**src/rtl/instruction_fetch_unit.sv**
```systemverilog
// Fetch stage: owns the PC, drives the imem read port and buffers bytes in a prefetch FIFO.
// Optional FETCH_LAST_ADDR_HALT_EN: stop fetching after last_add_i, resume on redirect.
module instruction_fetch_unit #(
  parameter int unsigned       ADDR_W     = 8,
  parameter int unsigned       DATA_W     = 8,
  parameter int unsigned       FIFO_DEPTH = 2,
  parameter logic [ADDR_W-1:0] RESET_PC   = '0
) (
  input  logic              clk_i,
  input  logic              rst_n,
  input  logic              en_i,
  output logic [ADDR_W-1:0] imem_addr_o,
  output logic              imem_rd_en_o,
  input  logic [DATA_W-1:0] imem_rdata_i,
  input  logic              redirect_i,
  input  logic [ADDR_W-1:0] redirect_addr_i,
  input  logic [ADDR_W-1:0] last_add_i,
  output logic [DATA_W-1:0] instr_o,
  output logic [ADDR_W-1:0] instr_pc_o,
  output logic              instr_valid_o,
  input  logic              instr_ready_i,
  output logic              halted_o
);

  localparam int unsigned PtrW = (FIFO_DEPTH > 1) ? $clog2(FIFO_DEPTH) : 1;
  localparam int unsigned CntW = $clog2(FIFO_DEPTH + 1);
  localparam int unsigned OccW = CntW + 1;

  typedef enum logic [1:0] {StIdle, StFetch, StHalt} state_e;

  state_e            state_q, state_d;
  logic [ADDR_W-1:0] pc_q, pc_d;
  logic [DATA_W-1:0] fifo_data_q [FIFO_DEPTH];
  logic [ADDR_W-1:0] fifo_pc_q   [FIFO_DEPTH];
  logic [PtrW-1:0]   wr_ptr_q, wr_ptr_d, rd_ptr_q, rd_ptr_d;
  logic [CntW-1:0]   count_q, count_d;
  logic              inflight_q, inflight_d;
  logic [ADDR_W-1:0] inflight_pc_q, inflight_pc_d;
  logic              inflight_epoch_q, inflight_epoch_d;
  logic              epoch_q, epoch_d;
  logic [OccW-1:0]   occupancy;
  logic              room, issue, push, pop, last_hit;

  function automatic logic [PtrW-1:0] ptr_inc(input logic [PtrW-1:0] p);
    return (p == PtrW'(FIFO_DEPTH - 1)) ? '0 : p + PtrW'(1);
  endfunction

  assign pop       = (count_q != '0) && instr_ready_i;
  // A pop this cycle frees a slot, so an issue is allowed even at full occupancy.
  assign occupancy = {1'b0, count_q} + OccW'(inflight_q);
  assign room      = (occupancy < OccW'(FIFO_DEPTH)) || pop;
  assign issue     = (state_q == StFetch) && en_i && !redirect_i && room;
  // Responses from before the last redirect carry the old epoch and are dropped.
  assign push      = inflight_q && (inflight_epoch_q == epoch_q) && !redirect_i;

`ifdef FETCH_LAST_ADDR_HALT_EN
  assign last_hit = issue && (pc_q == last_add_i);
  assign halted_o = (state_q == StHalt) && (count_q == '0) && !inflight_q;
`else
  logic unused_last_add;
  assign unused_last_add = ^last_add_i;
  assign last_hit        = 1'b0;
  assign halted_o        = 1'b0;
`endif

  always_comb begin
    state_d = state_q;
    unique case (state_q)
      StIdle:  if (en_i) state_d = StFetch;
      StFetch: begin
        if (!en_i)         state_d = StIdle;
        else if (last_hit) state_d = StHalt;
      end
      StHalt:  if (redirect_i) state_d = en_i ? StFetch : StIdle;
      default: state_d = StIdle;
    endcase
  end

  always_comb begin
    pc_d             = pc_q;
    inflight_d       = issue;
    inflight_pc_d    = issue ? pc_q : inflight_pc_q;
    inflight_epoch_d = epoch_q;
    epoch_d          = epoch_q ^ redirect_i;
    wr_ptr_d         = wr_ptr_q;
    rd_ptr_d         = rd_ptr_q;
    count_d          = count_q;
    if (redirect_i) begin
      pc_d     = redirect_addr_i;
      wr_ptr_d = '0;
      rd_ptr_d = '0;
      count_d  = '0;
    end else begin
      if (issue) pc_d = pc_q + ADDR_W'(1);
      if (push)  wr_ptr_d = ptr_inc(wr_ptr_q);
      if (pop)   rd_ptr_d = ptr_inc(rd_ptr_q);
      count_d = count_q + CntW'(push) - CntW'(pop);
    end
  end

  always_ff @(posedge clk_i or negedge rst_n) begin
    if (!rst_n) begin
      state_q          <= StIdle;
      pc_q             <= RESET_PC;
      wr_ptr_q         <= '0;
      rd_ptr_q         <= '0;
      count_q          <= '0;
      inflight_q       <= 1'b0;
      inflight_pc_q    <= '0;
      inflight_epoch_q <= 1'b0;
      epoch_q          <= 1'b0;
      for (int unsigned i = 0; i < FIFO_DEPTH; i++) begin
        fifo_data_q[i] <= '0;
        fifo_pc_q[i]   <= '0;
      end
    end else begin
      state_q          <= state_d;
      pc_q             <= pc_d;
      wr_ptr_q         <= wr_ptr_d;
      rd_ptr_q         <= rd_ptr_d;
      count_q          <= count_d;
      inflight_q       <= inflight_d;
      inflight_pc_q    <= inflight_pc_d;
      inflight_epoch_q <= inflight_epoch_d;
      epoch_q          <= epoch_d;
      if (push) begin
        fifo_data_q[wr_ptr_q] <= imem_rdata_i;
        fifo_pc_q[wr_ptr_q]   <= inflight_pc_q;
      end
    end
  end

  assign imem_rd_en_o  = issue;
  assign imem_addr_o   = pc_q;
  assign instr_valid_o = (count_q != '0);
  assign instr_o       = instr_valid_o ? fifo_data_q[rd_ptr_q] : '0;
  assign instr_pc_o    = instr_valid_o ? fifo_pc_q[rd_ptr_q] : '0;

endmodule

```
**config.mk**
```make
export PLATFORM = sky130hd
export DESIGN_NAME = instruction_fetch_unit
export DESIGN_NICKNAME = d
export VERILOG_FILES = /design/src/rtl/instruction_fetch_unit.sv
export SDC_FILE = /design/constraint.sdc
export NUM_CORES = 1
export LEC_CHECK = 0
export CAP_MARGIN = 20
export CORE_MARGIN = 8
export CORE_UTILIZATION = 51
export CTS_CLUSTER_DIAMETER = 200
export CTS_CLUSTER_SIZE = 30
export DETAILED_ROUTE_END_ITERATION = 8
export PLACE_DENSITY = 0.89
export SLEW_MARGIN = 10
export SYNTH_ARGS = -nofsm -noshare
export SYNTH_HDL_FRONTEND = slang
export SYNTH_SLANG_ARGS = --single-unit
export TNS_END_PERCENT = 50
```
**constraint.sdc**
```tcl
create_clock -name clk_i -period 2.17 [get_ports clk_i]
set_clock_uncertainty 0.15 [all_clocks]
set_input_delay 0.3255 -clock clk_i [delete_from_list [all_inputs] [get_ports clk_i]]
set_output_delay 0.3255 -clock clk_i [all_outputs]
set_load 0.1 [all_outputs]
```
==> Word-level counts from Yosys, hierarchy flattened <==
Index checks and enable logic that the tools add are counted.
{ "op_classes": {"n_addsub": 6, "reduce_logical": 15, "mul": 0, "n_lt_le_gt_ge": 4, "n_bitwise": 3, "n_shift": 0, "n_mux": 26, "n_div": 0, "n_eq_ne": 6} }
{ "ops": {"columns": ["cell", "count"], "rows": [
  ["8-bit two-way mux", 11],
  ["16-bit bitwise mux", 2],
  ["8-bit by 1-bit adder with 8-bit output (second input constant)", 1],
  ["8-bit demux with 1-bit select", 1],
  ["2-bit two-way mux", 4],
  ["2-bit nonzero test", 4],
  ["1-bit logical AND", 7],
  ["1-bit two-way mux", 7],
  ["2-bit != test (second input constant)", 3],
  ["2-bit one-hot mux with 3 select lines", 1],
  ["2-bit >= comparator (second input constant)", 2],
  ["1-bit inverter with 2-bit output", 2],
  ["2-bit by 1-bit adder with 3-bit output", 1],
  ["3-bit by 2-bit less-than comparator with 1-bit output (second input constant)", 1],
  ["3-bit AND reduction", 1],
  ["1-bit adder (second input constant)", 2],
  ["2-bit by 1-bit adder with 2-bit output", 1],
  ["2-bit by 1-bit == test with 1-bit output (second input constant)", 1],
  ["2-bit == test (second input constant)", 1],
  ["2-bit zero test", 1],
  ["2-bit by 1-bit less-than comparator with 1-bit output (second input constant)", 1],
  ["2-bit by 1-bit subtractor with 2-bit output", 1],
  ["1-bit == test", 1],
  ["1-bit zero test", 1],
  ["2 further kinds", 2]
]} }
{ "totals": {"memories": 0, "register_bits": 57, "latch_bits": 0, "out_inout_bits": 27, "in_bits": 29, "mem_bits_rw": 0, "romBits": 0} }

==> Logic depth before layout (Yosys ltp) <==
Gate-level depths: netlist of the first run.
{ "logic_depth": {"word_depth": 6, "depth_mapped": 6, "mapped_depth_nobuf": 6} }

==> Worst setup path after synthesis of the first run <==
Ideal clock, no wire load.
{ "synth_path": {"path_type": "register -> output", "start": "reg rd_ptr_q", "end": "out instr_o[0]", "t_required_ns": 1.695, "path_slack_ns": -0.455, "arrival_time_ns": 2.150, "path_stages_with_launch": 5, "path_cell_list": "dfrtp_1 > buf_2 > buf_2 > mux2i_1 > nor2_1"} }
{ "synth_between": {"elab_chain_len": 5} }
{ "synth_lines": {"columns": ["element", "line", "text"], "rows": [
  ["start: declaration", "35", "logic [PtrW-1:0] wr_ptr_q, wr_ptr_d, rd_ptr_q, rd_ptr_d;"],
  ["start signal: assignment", "120", "rd_ptr_q <= rd_ptr_d;"],
  ["1-bit inverter with 2-bit output (not written as such)", "136", "assign instr_o = instr_valid_o ? fifo_data_q[rd_ptr_q] : '0;"],
  ["8-bit two-way mux (not written as such) (3 in a row)", "136", null],
  ["8-bit two-way mux", "136", null],
  ["end: declaration", "18", "output logic [DATA_W-1:0] instr_o,"]
]} }
Every way passes these cells. The select of a mux whose other input is x is not followed.

==> Final worst setup path of the first run <==
{ "layout_path": {"start": "reg count_q[0]", "end": "out imem_rd_en_o"} }
{ "layout_between": {"elab_chain_len": 4, "elab_cells_between_ends": 6, "cone_classes": "add/sub (1); order compare (1); reduce/logical (4)"} }
{ "layout_lines": {"columns": ["element", "line", "text"], "rows": [
  ["start: declaration", "36", "logic [CntW-1:0] count_q, count_d;"],
  ["start signal: assignment", "121", "count_q <= count_d;"],
  ["2-bit by 1-bit adder with 3-bit output or 2-bit nonzero test (tied branches)", "50, 48", null],
  ["3-bit by 2-bit less-than comparator with 1-bit output or 1-bit logical AND (tied branches)", "51, 48", null],
  ["1-bit logical OR *", "51", "assign room = (occupancy < OccW'(FIFO_DEPTH)) || pop;"],
  ["1-bit logical AND *", "52", "assign issue = (state_q == StFetch) && en_i && !redirect_i && room;"],
  ["end: declaration", "13", "output logic imem_rd_en_o,"]
]} }
Mark *: on every way between the ends. The rest lies on a longest branch, timed or not.

==> summary.txt, run 1 <==
Critical path
  • Worst Setup EP: imem_rd_en_o
  • Worst Path Required: 1.69 ns
  • Critical path launch point type: flop
  • Setup slack, reg-to-reg: 0.37 ns
  • Reg-to-reg endpoint: count_q[1]$_DFF_PN0_
  • CP Data Arrival Time: 1.61 ns
  • Max FO, Critical Path: 5
  • Worst Setup End Kind: output port
  • RR Startpoint: epoch_q$_DFF_PN0_
  • Reg2reg path depth: 4
  • Setup CP Type: flop to output port
  • Setup crit start: count_q[0]$_DFF_PN0_

Floorplan
  • Area of the die: 7970 sq um
  • Initial Util: 53.3%
  • Top Ports: 56
  • Die width: 89.3 um
  • Die span in y: 89.3 um
  • Core Region: 5140 sq um
  • Std-Cell Rows: 26

STA
  • Final worst setup slack: 0.0823 ns
  • Post-route clock period utilization: 96.2%
  • Minimum hold slack: -0.0272 ns
  • Worst slew pin tran: 0.693 ns
  • Tmin final: 2.09 ns
  • Final Setup Violations: 0
  • Max frequency: 0.479 GHz
  • Max Slew Vio Count: 0
  • Slew headroom: 53.8%
  • Final Hold Violating Endpoints: 25

Synth
  • Synth Register Bits: 56
  • Yosys Warn Count: 0
  • Synthesized area: 2740 sq um
  • Net Count, Synth: 234
  • Seq/Total Area, Yosys: 51.1%
  • Mapped Cells: 202
  • Area share of the largest cell type after synthesis: 51.1%
  • Synth top area cells: dfrtp_1, mux2_4, mux2_2, mux2i_1, xor2_1
  • Synth unique cells: 33
  • Post-Synthesis Mean Instance Area: 13.6 sq um
  • Biggest area consumer among synthesized cells: dfrtp_1

Drt
  • Starting DRC count in detailed routing: 42
  • Residual DRC: 0
  • Drt pass-1 iters: 4
  • Vias/cell: 5.19
  • DRT antenna net count: 0
  • Final WL: 5470 um
  • Vias: 1,729
  • Average routed wire per standard cell: 16.4 um

Pwr
  • Design Power: 4.70 mW
  • VDD IR max: 0.000651 V
  • Static Leak: 1.66 nW
  • Pwr Density: 1280 nW/um^2

Clock tree
  • CTS Buffer Depth: 2
  • Worst skew pair latency: 0.31 ns
  • Num CTS Buffers: 5
  • TritonCTS Sinks: 56
  • CTS clk-pin slew, worst paths: 0.10 ns
  • H-Tree Depth: 2
  • Clock Tree Root: clkbuf_8
  • CTS tree: done

Global routing
  • Global route total overflow: 0
  • Largest net degree at the start of global routing: 57
  • First-pass GRT wire length: 9190 um
  • Vias in the first global route: 1,924
  • Antenna violations before repair: 0
  • GRT Total Usage: 15.1%

Place
  • Post-place setup slack: 0.0246 ns
  • Routability Congestion: 0.852
  • Area after DPL: 3530 sq um
  • I/O Buffers: 46
  • # placed instances: 322
  • HPWL Detailed: 3930 um

Final layout
  • P&R area growth vs syn: 34.1%
  • Layout fillers: 358
  • N_diodes: 0
  • Post-route insts no fill: 333
  • Multi-input gate area: 1300 sq um
  • Reg area: 1400 sq um
  • Final Instance Area: 3670 sq um
  • Number of nets in the layout: 294
  • Layout cells sized above 1: 44.1%

Min path
  • Hold/Removal Path Class: input port to asynchronous set/reset pin

Outcome
  • Failing checks: negative hold slack
  • Run status: complete, but fails checks

Flow run
  • Max-cap violation count: 0
[synth_stat cells]
cell and n:
nand4_1 1, xor2_1 9, nand2_1 6, conb_1 1
clkbuf_1 3, nand2b_4 1, and4_1 1, buf_6 2
nand2_2 1, ha_1 3, o21ai_0 9, buf_4 1
buf_2 2, or2_1 1, nor3_4 2, inv_1 2
a21oi_4 1, o21ai_2 1, o2111ai_1 3, xor2_2 1
or4_1 1, mux2_2 16, nand3_1 1, buf_12 1
dfrtp_1 56, nor2_1 20, inv_2 1, xnor2_1 2
mux2_4 28, o211ai_1 1, nor2b_1 4, and2_1 3
mux2i_1 17
[critical path, stage by stage (launching register included)]
cell,delay [ns]
dfrtp_2,0.47
a21oi_4,0.22
o21ai_2,0.08
or2_1,0.22
inv_1,0.12
buf_12,0.18
[repair_timing]
action	4_1_cts	5_1_grt
hold buffers	0	0
gates resized for setup	0	1
setup buffers	0	3
endpoints found under the setup margin	0	1
[layout by cell type, fill, tap and decap left out, types with 8 or more instances in the layout]
master / n
mux2i_1: 17
nor2_1: 8
mux2_4: 28
mux2_2: 16
o21ai_0: 9
buf_4: 22
nor2_2: 10
clkdlybuf4s50_1: 19
dfrtp_1: 55
xor2_1: 9
buf_12: 20
[cell type report]
class,count,share of cell area [%]
inverters,3,0.306
multi-input cells,134,35.3
clock buffers,5,1.87
repair buffers,62,20.7
clock inverters,3,1.29
well taps,70,2.38
flip-flops and latches,56,38.2
[sequential cells by signal, indices dropped and copies added, names as in the netlist]
name and cells:
count_q 2, epoch_q 1, fifo_data_q 16, fifo_pc_q 16, imem_addr_o 8, inflight_epoch_q 1, inflight_pc_q 8, inflight_q 1
rd_ptr_q 1, state_q 1, wr_ptr_q 1
[worst min-delay path by stage]
stage | cells after the start | end | slack (ns)
after floorplan | 0 | count_q[0]$_DFF_PN0_ | -0.12
after global placement | 0 | inflight_epoch_q$_DFF_PN0_ | 0.31
after detailed placement | 0 | inflight_epoch_q$_DFF_PN0_ | 0.32
after CTS | 2 | imem_addr_o[3]$_DFFE_PN0P_ | 0.003
after global routing | 2 | imem_addr_o[3]$_DFFE_PN0P_ | 0.03
final | 2 | imem_addr_o[3]$_DFFE_PN0P_ | -0.03
[cell families after synthesis]
kind of cell | after synthesis | share of synthesized area [%]
AOI/OAI and AO/OA | 15 | 3.79
xor gates and xnor gates | 12 | 4.11
adders and majority gates | 3 | 1.37
buffers and inverters | 12 | 3.01
DFF | 56 | 51.1
muxes | 61 | 28.1
other | 1 | 0.137
and+or+nand+nor | 42 | 8.31
[report_power, final]
part	switching (mW)	leakage, nW	internal [mW]
Clock	0.339	0.0583	0.348
Combinational	1.30	0.888	1.02
Sequential	0.282	0.717	1.41
Total	1.92	1.66	2.78
[layer usage]
metal	share of wire (%)	GRT usage [%]
met1	43	17.7
met2	51	26.0
met3	5.2	4.23
met4	1.4	4.98
met5	0	0
[metrics by stage]
step	utilization, %	setup TNS, ns
final	71.5	0
after global routing	71.5	-0.00197
after CTS	71.0	0
after detailed placement	68.8	0
after global placement	68.8	0
after floorplan	-	-1.63
Power figures use the tool's default switching activity.
==> inputs of run 2 (changes only) <==
ABC_CLOCK_PERIOD_IN_PS = 2170   (was not set)
CORE_UTILIZATION = 53   (was 51)
CTS_BUF_LIST = sky130_fd_sc_hd__clkbuf_2 sky130_fd_sc_hd__clkbuf_4 sky130_fd_sc_hd__clkbuf_8   (was not set)
PLACE_DENSITY = 0.92   (was 0.89)
==> summary.txt, run 2 (synthesis results as in run 1) <==
Drt
  • Vias: 1,738 (was 1,729)
  • Residual DRC: 0 (unchanged)
  • Starting DRC count in detailed routing: 129 (was 42)
  • Final WL: 5410 um (was 5470 um)
  • WL met3: 349 um (was 284 um)
  • Drt pass-1 iters: 4 (unchanged)
  • Average routed wire per standard cell: 16.3 um (was 16.4 um)
  • Uppermost layer routed: met4 (unchanged)
  • Met2 wire len: 2710 um (was 2780 um)
  • DRT antenna net count: 0 (unchanged)
  • Vias/cell: 5.25 (was 5.19)
  • Wl on met1: 2290 um (was 2330 um)

Critical path
  • CP Data Arrival Time: 1.57 ns (was 1.61 ns)
  • Critical path launch point type: flop (unchanged)
  • RR Startpoint: epoch_q$_DFF_PN0_ (unchanged)
  • Setup slack, reg-to-reg: 0.39 ns (was 0.37 ns)
  • Reg-to-reg endpoint: fifo_pc_q[9]$_DFFE_PN0P_ (was count_q[1]$_DFF_PN0_)
  • Worst Path Required: 1.69 ns (about the same)
  • Setup CP Type: flop to output port (unchanged)
  • Worst Setup End Kind: output port (unchanged)
  • Max FO, Critical Path: 5 (unchanged)
  • Reg2reg path depth: 5 (was 4)

Pwr
  • Pwr Density: 1260 nW/um^2 (was 1280 nW/um^2)
  • VDD IR max: 0.000974 V (was 0.000651 V)
  • Static Leak: 1.64 nW (was 1.66 nW)
  • Design Power: 4.57 mW (was 4.70 mW)

Global routing
  • GRT Total Usage: 15.9% (was 15.1%)
  • First-pass GRT wire length: 9590 um (was 9190 um)
  • Antenna violations before repair: 0 (unchanged)
  • Vias in the first global route: 1,933 (was 1,924)
  • Global route total overflow: 0 (unchanged)
  • Largest net degree at the start of global routing: 57 (unchanged)

Floorplan
  • Die span in y: 87.9 um (was 89.3 um)
  • Die width: 87.9 um (was 89.3 um)
  • Core Region: 5040 sq um (was 5140 sq um)
  • Area of the die: 7730 sq um (was 7970 sq um)
  • Top Ports: 56 (unchanged)
  • Initial Util: 54.3% (was 53.3%)
  • Std-Cell Rows: 26 (unchanged)

STA
  • TNS Setup: 0 ns (unchanged)
  • Minimum hold slack: -0.0273 ns (was -0.0272 ns)
  • Post-route clock period utilization: 94.5% (was 96.2%)
  • Worst slew pin tran: 0.682 ns (was 0.693 ns)
  • Max Slew Vio Count: 0 (unchanged)
  • Max frequency: 0.488 GHz (was 0.479 GHz)
  • Slew headroom: 54.6% (was 53.8%)
  • Final Hold Violating Endpoints: 31 (was 25)
  • RSZ-0062 raised after global routing: false
  • Final Setup Violations: 0 (unchanged)
  • Tmin final: 2.05 ns (was 2.09 ns)

Final layout
  • Most common cell after layout, fill and taps aside: dfrtp_1 (unchanged)
  • N_diodes: 0 (unchanged)
  • Number of nets in the layout: 292 (was 294)
  • Biggest regs: fifo_data_q: 16 flops, fifo_pc_q: 16 flops (unchanged)
  • Layout cells sized above 1: 44.4% (was 44.1%)
  • P&R area growth vs syn: 32.7% (was 34.1%)
  • Most frequent cells in the layout: dfrtp_1, mux2_4, buf_12, buf_4, clkdlybuf4s50_1 (was dfrtp_1, mux2_4, buf_4)
  • Layout fillers: 337 (was 358)
  • Final Instance Area: 3640 sq um (was 3670 sq um)

Place
  • HPWL Detailed: 3980 um (was 3930 um)
  • I/O Buffers: 46 (unchanged)
  • Routability Congestion: 0.843 (was 0.852)
  • Area after DPL: 3530 sq um (about the same)

Clock tree
  • Worst skew pair latency: 0.31 ns (about the same)
  • CTS Buffer Depth: 2 (unchanged)
  • CTS clk-pin slew, worst paths: 0.10 ns (about the same)
  • CTS tree: done (unchanged)
  • Clock Tree Root: clkbuf_8 (unchanged)
  • TritonCTS Sinks: 56 (unchanged)
  • H-Tree Depth: 2 (unchanged)
  • Post-CTS Hold Buffers: 0 (unchanged)
  • Num CTS Buffers: 5 (unchanged)

Flow run
  • Max-cap violation count: 0 (unchanged)

Min path
  • Hold/Removal Path Class: input port to asynchronous set/reset pin (unchanged)

Outcome
  • Failing checks: negative hold slack (unchanged)
  • Run status: complete, but fails checks (unchanged)
run 2: layer usage:
metal	vias up	global-route usage [%]
met5	-	0
met4	0	4.69
met3	7	4.88
met2	56	25.4
met1	862	20.2
li1	813	-
run 2: what timing repair did:
action | in CTS | in global routing
setup endpoints to repair | 0 | 1
resized for setup | 0 | 3
setup buffers | 0 | 2
run 2: area by class of cell:
cell class	instances	area, sq um	share of cell area (%)
Tap cell	70	87.6	2.41
Inverter	3	11.3	0.310
Sequential cell	56	1400	38.6
Clock buffer	6	76.3	2.10
Multi-Input combinational cell	134	1300	35.6
Clock inverter	2	16.3	0.447
Timing Repair Buffer	60	746	20.5
run 2: report_power, final:
group | total (mW) | leakage, nW | internal [mW] | switching (mW)
clock | 0.579 | 0.0448 | 0.243 | 0.336
sequential | 1.69 | 0.715 | 1.41 | 0.283
combinational | 2.30 | 0.877 | 1.00 | 1.30
run 2: worst max-delay path by stage:
stage,cells past startpoint,end,slack [ns],startpoint
after CTS,5,imem_rd_en_o,0.02,inflight_q$_DFF_PN0_
final,5,imem_rd_en_o,0.12,count_q[0]$_DFF_PN0_
after floorplan,3,instr_o[7],-0.20,rd_ptr_q$_DFFE_PN0P_
after global placement,5,fifo_pc_q[9]$_DFFE_PN0P_,0.10,redirect_i
after detailed placement,5,fifo_pc_q[12]$_DFFE_PN0P_,0.08,redirect_i
after global routing,4,instr_o[1],0.03,rd_ptr_q$_DFFE_PN0P_
run 2: stage by stage:
step	hold WS (ns)	setup WS, ns	instances	utilization (%)
2_1_floorplan	-0.120	-0.198	202	-
3_3_place_gp	0.310	0.102	321	70.0
3_5_place_dp	0.319	0.0806	321	70.0
4_1_cts	0.00748	0.0217	329	71.8
5_1_grt	0.0366	0.0306	331	72.1
6_report	-0.0273	0.120	331	72.1
run 2: critical path: stages (launching register included):
cell	delay, ns
dfrtp_2	0.47
a21oi_4	0.22
o21ai_2	0.08
or2_1	0.23
inv_2	0.09
buf_12	0.17
